<file path="src/rtl/ocram_bist_master.sv">
`default_nettype none
// ============================================================================
// Module   : ocram_bist_master
// Purpose  : Write/read-back self-test master for an on-chip RAM slave.
//            Optional error log enabled by macro OCRAM_BIST_ERRLOG_EN.
// Revision : 1.0 - initial release
// ============================================================================
module ocram_bist_master #(
    parameter int ADDR_W       = 10,
    parameter int NUM_WORDS    = 1024,
    parameter int READ_LATENCY = 1
) (
    input  logic              clk,
    input  logic              reset_n,
    input  logic              start,
    input  logic [31:0]       seed,
    output logic              busy,
    output logic              done,
    output logic              pass,
    output logic [15:0]       err_count,
    output logic [ADDR_W-1:0] first_err_addr,
    output logic [ADDR_W-1:0] avm_address,
    output logic [3:0]        avm_byteenable,
    output logic              avm_chipselect,
    output logic              avm_write,
    output logic [31:0]       avm_writedata,
    input  logic [31:0]       avm_readdata,
    input  logic              avm_waitrequest
);

    typedef enum logic [2:0] {IDLE, WRITE, READ, DRAIN, DONE} state_t;

    localparam logic [ADDR_W-1:0]       LAST_ADDR = ADDR_W'(NUM_WORDS - 1);
    localparam logic [READ_LATENCY-1:0] OUT_BIT   = READ_LATENCY'(1) << (READ_LATENCY - 1);

    state_t            r_state;
    state_t            w_next;
    logic [ADDR_W-1:0] r_addr;
    logic [31:0]       r_seed;
    logic [READ_LATENCY-1:0] r_pv;
    logic [ADDR_W-1:0] r_pa [READ_LATENCY];
    logic              r_mismatch_seen;
    logic              r_pass;

    logic w_start_ok;
    logic w_accept;
    logic w_last;
    logic w_rd_accept;
    logic w_cmp_valid;
    logic w_mismatch;
    logic w_pending;

    function automatic logic [31:0] pattern(input logic [31:0] s, input logic [ADDR_W-1:0] a);
        return s ^ {6'b0, 10'(a), 6'b0, 10'(a)};
    endfunction

    assign w_start_ok  = (r_state == IDLE) && start;
    assign w_accept    = ((r_state == WRITE) || (r_state == READ)) && !avm_waitrequest;
    assign w_rd_accept = (r_state == READ) && !avm_waitrequest;
    assign w_last      = (r_addr == LAST_ADDR);
    assign w_cmp_valid = r_pv[READ_LATENCY-1];
    assign w_mismatch  = w_cmp_valid && (avm_readdata != pattern(r_seed, r_pa[READ_LATENCY-1]));
    // Entries still in flight excluding the one being compared this cycle
    assign w_pending   = |(r_pv & ~OUT_BIT);

    assign done = (r_state == DONE);
    assign pass = r_pass;

    always_ff @(posedge clk or negedge reset_n) begin
        if (!reset_n) begin
            r_state <= IDLE;
        end else begin
            r_state <= w_next;
        end
    end

    always_comb begin
        w_next         = r_state;
        busy           = 1'b1;
        avm_chipselect = 1'b0;
        avm_write      = 1'b0;
        avm_address    = '0;
        avm_writedata  = '0;
        avm_byteenable = 4'h0;
        case (r_state)
            IDLE: begin
                busy = 1'b0;
                if (start) w_next = WRITE;
            end
            WRITE: begin
                avm_chipselect = 1'b1;
                avm_write      = 1'b1;
                avm_address    = r_addr;
                avm_writedata  = pattern(r_seed, r_addr);
                avm_byteenable = 4'hF;
                if (w_accept && w_last) w_next = READ;
            end
            READ: begin
                avm_chipselect = 1'b1;
                avm_address    = r_addr;
                avm_byteenable = 4'hF;
                if (w_accept && w_last) w_next = DRAIN;
            end
            DRAIN: begin
                if (!w_pending) w_next = DONE;
            end
            DONE: begin
                w_next = IDLE;
            end
            default: begin
                w_next = IDLE;
            end
        endcase
    end

    always_ff @(posedge clk or negedge reset_n) begin
        if (!reset_n) begin
            r_addr <= '0;
            r_seed <= '0;
        end else if (w_start_ok) begin
            r_addr <= '0;
            r_seed <= seed;
        end else if (w_accept) begin
            r_addr <= w_last ? '0 : r_addr + ADDR_W'(1);
        end
    end

    // Read-return tracker: each stage carries {valid, address} of an accepted read
    always_ff @(posedge clk or negedge reset_n) begin
        if (!reset_n) begin
            r_pv <= '0;
            for (int i = 0; i < READ_LATENCY; i++) r_pa[i] <= '0;
        end else begin
            r_pv[0] <= w_rd_accept;
            r_pa[0] <= r_addr;
            for (int i = 1; i < READ_LATENCY; i++) begin
                r_pv[i] <= r_pv[i-1];
                r_pa[i] <= r_pa[i-1];
            end
        end
    end

    always_ff @(posedge clk or negedge reset_n) begin
        if (!reset_n) begin
            r_mismatch_seen <= 1'b0;
            r_pass          <= 1'b0;
        end else if (w_start_ok) begin
            r_mismatch_seen <= 1'b0;
            r_pass          <= 1'b0;
        end else begin
            if (w_mismatch) r_mismatch_seen <= 1'b1;
            // The final compare can land in the last DRAIN cycle, so fold it in here
            if ((r_state == DRAIN) && (w_next == DONE))
                r_pass <= !(r_mismatch_seen || w_mismatch);
        end
    end

`ifdef OCRAM_BIST_ERRLOG_EN
    logic [15:0]       r_err_count;
    logic [ADDR_W-1:0] r_first_err_addr;

    always_ff @(posedge clk or negedge reset_n) begin
        if (!reset_n) begin
            r_err_count      <= '0;
            r_first_err_addr <= '0;
        end else if (w_start_ok) begin
            r_err_count      <= '0;
            r_first_err_addr <= '0;
        end else if (w_mismatch) begin
            if (r_err_count != 16'hFFFF) r_err_count <= r_err_count + 16'd1;
            if (!r_mismatch_seen) r_first_err_addr <= r_pa[READ_LATENCY-1];
        end
    end

    assign err_count      = r_err_count;
    assign first_err_addr = r_first_err_addr;
`else
    assign err_count      = '0;
    assign first_err_addr = '0;
`endif

endmodule
`default_nettype wire

</file>
<file path="config.mk">
export PLATFORM = sky130hd
export DESIGN_NAME = ocram_bist_master
export DESIGN_NICKNAME = d
export VERILOG_FILES = /design/src/rtl/ocram_bist_master.sv
export SDC_FILE = /design/constraint.sdc
export NUM_CORES = 1
export LEC_CHECK = 0
export ABC_AREA = 1
export ABC_CLOCK_PERIOD_IN_PS = 1480
export CORE_MARGIN = 2
export CORE_UTILIZATION = 24
export DETAILED_ROUTE_END_ITERATION = 6
export PLACE_DENSITY = 0.48
export SLEW_MARGIN = 0
export SYNTH_ARGS = -nofsm -noshare
export SYNTH_HDL_FRONTEND = slang
export SYNTH_SLANG_ARGS = --single-unit
</file>
<file path="constraint.sdc">
create_clock -name clk -period 1.48 [get_ports clk]
set_input_delay 0.222 -clock clk [delete_from_list [all_inputs] [get_ports clk]]
set_output_delay 0.222 -clock clk [all_outputs]
set_load 0.005 [all_outputs]
</file>
==> results by group <==
Yosys
  • Synth Register Bits: 58
  • Synth Area per Inst: 6.744 sq um
  • Sequential element share of the synthesized area: 0.3782
  • Yosys warnings: 0
  • Largest cells by area after synthesis: dfrtp_1, nand2_1, inv_1, buf_4, nor2_1
  • Post-synthesis cell type count: 32
  • Synth Instances: 569
  • Synthesized area: 0.003837 sq mm
  • Post-synth top area share: 0.3782
  • Area leader, netlist: dfrtp_1

Worst setup path
  • Reg2Reg Depth: 13
  • Crit path from: r_state[1]
  • Critical setup path kind: register to output pin
  • CP cell instances: inv_2 -> nand3_4 -> clkbuf_16 -> buf_6 -> buf_4 -> a21oi_2 -> buf_2
  • Top fanout value on the critical path: 6
  • Buf/Inv on CP: 5
  • Cell depth of the worst setup path: 7
  • Family with the most delay on the worst path: buffers and inverters
  • Critical Path Slowest Stage Cell: dfrtp_1
  • Crit end category: output pin
  • CP max stage delay: 390 ps
  • Reg2Reg Launch Point: r_state[1]
  • Worst EP required: 1260 ps
  • Crit path launch type: register
  • CP Data Arrival Time: 1680 ps

STA
  • Max-slew headroom: 0.6411
  • Final Max Tran Viols: 0
  • Slew @ Worst Pin: 534.2 ps
  • Clock skew: 3.374 ps
  • Final number of setup-violating endpoints: 89
  • Hold slack: 407.7 ps
  • Crit share post-route: 1.285
  • Fin. Hold Viols: 0
  • RSZ-0062 raised after global routing: yes
  • Crit path time final: 1902 ps
  • Maximum achievable frequency: 525.6 MHz
  • Fin worst setup slack: -422.4 ps

Global route
  • Gr ovfl total: 0
  • Largest net degree at the start of global routing: 59
  • First-pass GRT wire length: 18.24 mm
  • Initial antenna violation count: 0
  • Vias in the first global route: 3,726
  • Total track usage: 0.1398

Drt
  • DR iter-0 viols: 211
  • Avg Vias per Cell: 4.135
  • WL final: 13.92 mm
  • Routed len/inst: 13.93 um
  • # DRC: 0
  • Pre-Repair DR Iteration Count: 5
  • Antenna-violating nets left: 0
  • DR vias: 4,131

Placement
  • RD Place Congestion: 0.7423
  • Post-DP HPWL: 8.620 mm
  • PortBufs: 118
  • Dpl ws: -275.7 ps

Cells and area
  • Most frequent cells in the layout: nand2_1, inv_1, clkdlybuf4s50_1
  • Sequential cell area: 0.001453 sq mm
  • Synth-to-layout area growth: 75.19%
  • Layout cells sized above 1: 0.3589
  • Fill cells: 1,630
  • Final Util: 0.4263
  • Ant diodes: 0
  • Nets: 847
  • Commonest non-fill, non-tap cell in the layout: nand2_1
  • Multi-input combinational cell area: 0.002280 sq mm

Status
  • Violated checks: negative setup slack
  • Status: finished with violations

Clock network
  • CTS sink count: 58
  • H-tree levels: 3
  • CTS max path bufs: 2
  • Clk slew on worst S/H paths: 50 ps
  • Clk root buf: clkbuf_16
  • CTS tree: built
  • Clk_lat worst skew: 330 ps
  • TritonCTS buffer count: 9

Die
  • DIE AREA: 0.01702 sq mm
  • Core area: 0.01577 sq mm
  • Die width: 130.5 um
  • Std-Cell Rows: 46
  • Die height: 130.5 um
  • Initial Util: 0.2433
  • I/O pin count: 145

Power and ir drop
  • Leak Pwr: 3.430 nW
  • Power Dens Cells: 1102 mW/mm^2
  • Peak supply drop: 634.8 uV

Run
  • Max Cap Viol: 0

Min path
  • Hold Path Class: input pin to asynchronous set/reset pin
final timing paths:
kind,to,slack (ps)
max in group asynchronous,r_addr[2],750
min in group clk,r_seed[8],430
worst max register to register,r_addr[6],-390
worst min register to register,r_pa[9],430
worst min-delay path,r_seed[24],410
worst max-delay path,avm_writedata[9],-420
synthesized netlist by cell type, drive strengths merged:
cell,count
xnor2,8
o22ai,1
clkbuf,4
o21ai,36
conb,1
buf,37
inv,92
a31oi,1
nor4,1
nor2,53
dfrtp,58
a211oi,3
nand2,212
ha,1
nor3,8
a21oi,26
xor2,3
nand3,24
kinds of logic (layout without fill, tap and decap cells):
family | Yosys count | in the layout | share of synthesized area
simple gates | 298 | 298 | 0.3303
buf+inv | 133 | 322 | 0.1650
compound gates | 67 | 67 | 0.09716
flops | 58 | 58 | 0.3782
xor+xnor | 11 | 11 | 0.02511
fa+ha+maj | 1 | 1 | 0.003260
other cells | 1 | 26 | 0.0009772
report_power, final:
| part | total [mW] | switching, mW | internal, mW | leakage (nW) |
|---|---|---|---|---|
| Clock | 2.05 | 0.752 | 1.30 | 0.138 |
| Combinational | 3.14 | 1.68 | 1.46 | 2.69 |
| Sequential | 2.22 | 0.330 | 1.89 | 0.603 |
| Total | 7.41 | 2.76 | 4.65 | 3.43 |
worst register-to-register path, stage by stage (launching register included):
cell and delay (ps):
dfrtp_1 390, inv_2 80, nand3_4 190, nand2_4 120, buf_6 140, clkinv_8 70, buf_12 130, nor2_8 160
nor2_8 60, clkinv_4 60, nand2_2 50, inv_2 60, nand2_2 50, a211oi_2 210
per-stage QoR:
step	setup TNS (ps)	instance area [sq um]	power, mW	cells
after CTS	-23670	5863	6.990	952
after floorplan	-34.29	3931	3.595	594
after global placement	-11290	5478	4.828	933
after global routing	-25550	6723	7.938	999
final	-19690	6723	7.409	999
after detailed placement	-11630	5478	4.857	933
what timing repair did:
action | 4_1_cts | 5_1_grt
pin swaps | 6 | 18
gates cloned | 0 | 11
hold buffers | 1 | 0
buffers inserted | 3 | 37
resized for setup | 46 | 300
setup endpoints to repair | 90 | 90
endpoints found under the hold margin | 58 | 0
layer usage:
| metal | wire length, um | global-route usage | vias up |
|---|---|---|---|
| met4 | 195 | 0.04881 | 0 |
| li1 | - | - | 2101 |
| met1 | 6546 | 0.1901 | 1919 |
| met5 | 0 | 0 | - |
| met2 | 6581 | 0.2230 | 99 |
| met3 | 597 | 0.02769 | 12 |
final cells by class:
class / count / share of cell area
repair buffers: 213 / 0.3058
flip-flops and latches: 58 / 0.2161
well taps: 216 / 0.04020
repair inverters: 1 / 0.001303
clock inverters: 3 / 0.005956
multi-input cells: 403 / 0.3391
clock buffers: 13 / 0.03573
inverters: 92 / 0.05583
flip-flops by register name, summed over array words and instances, names as in the netlist:
register         flops
r_seed              32
pass                 1
r_addr              10
r_pv                 1
r_pa                10
r_mismatch_seen      1
r_state              3
Power figures use the tool's default switching activity.
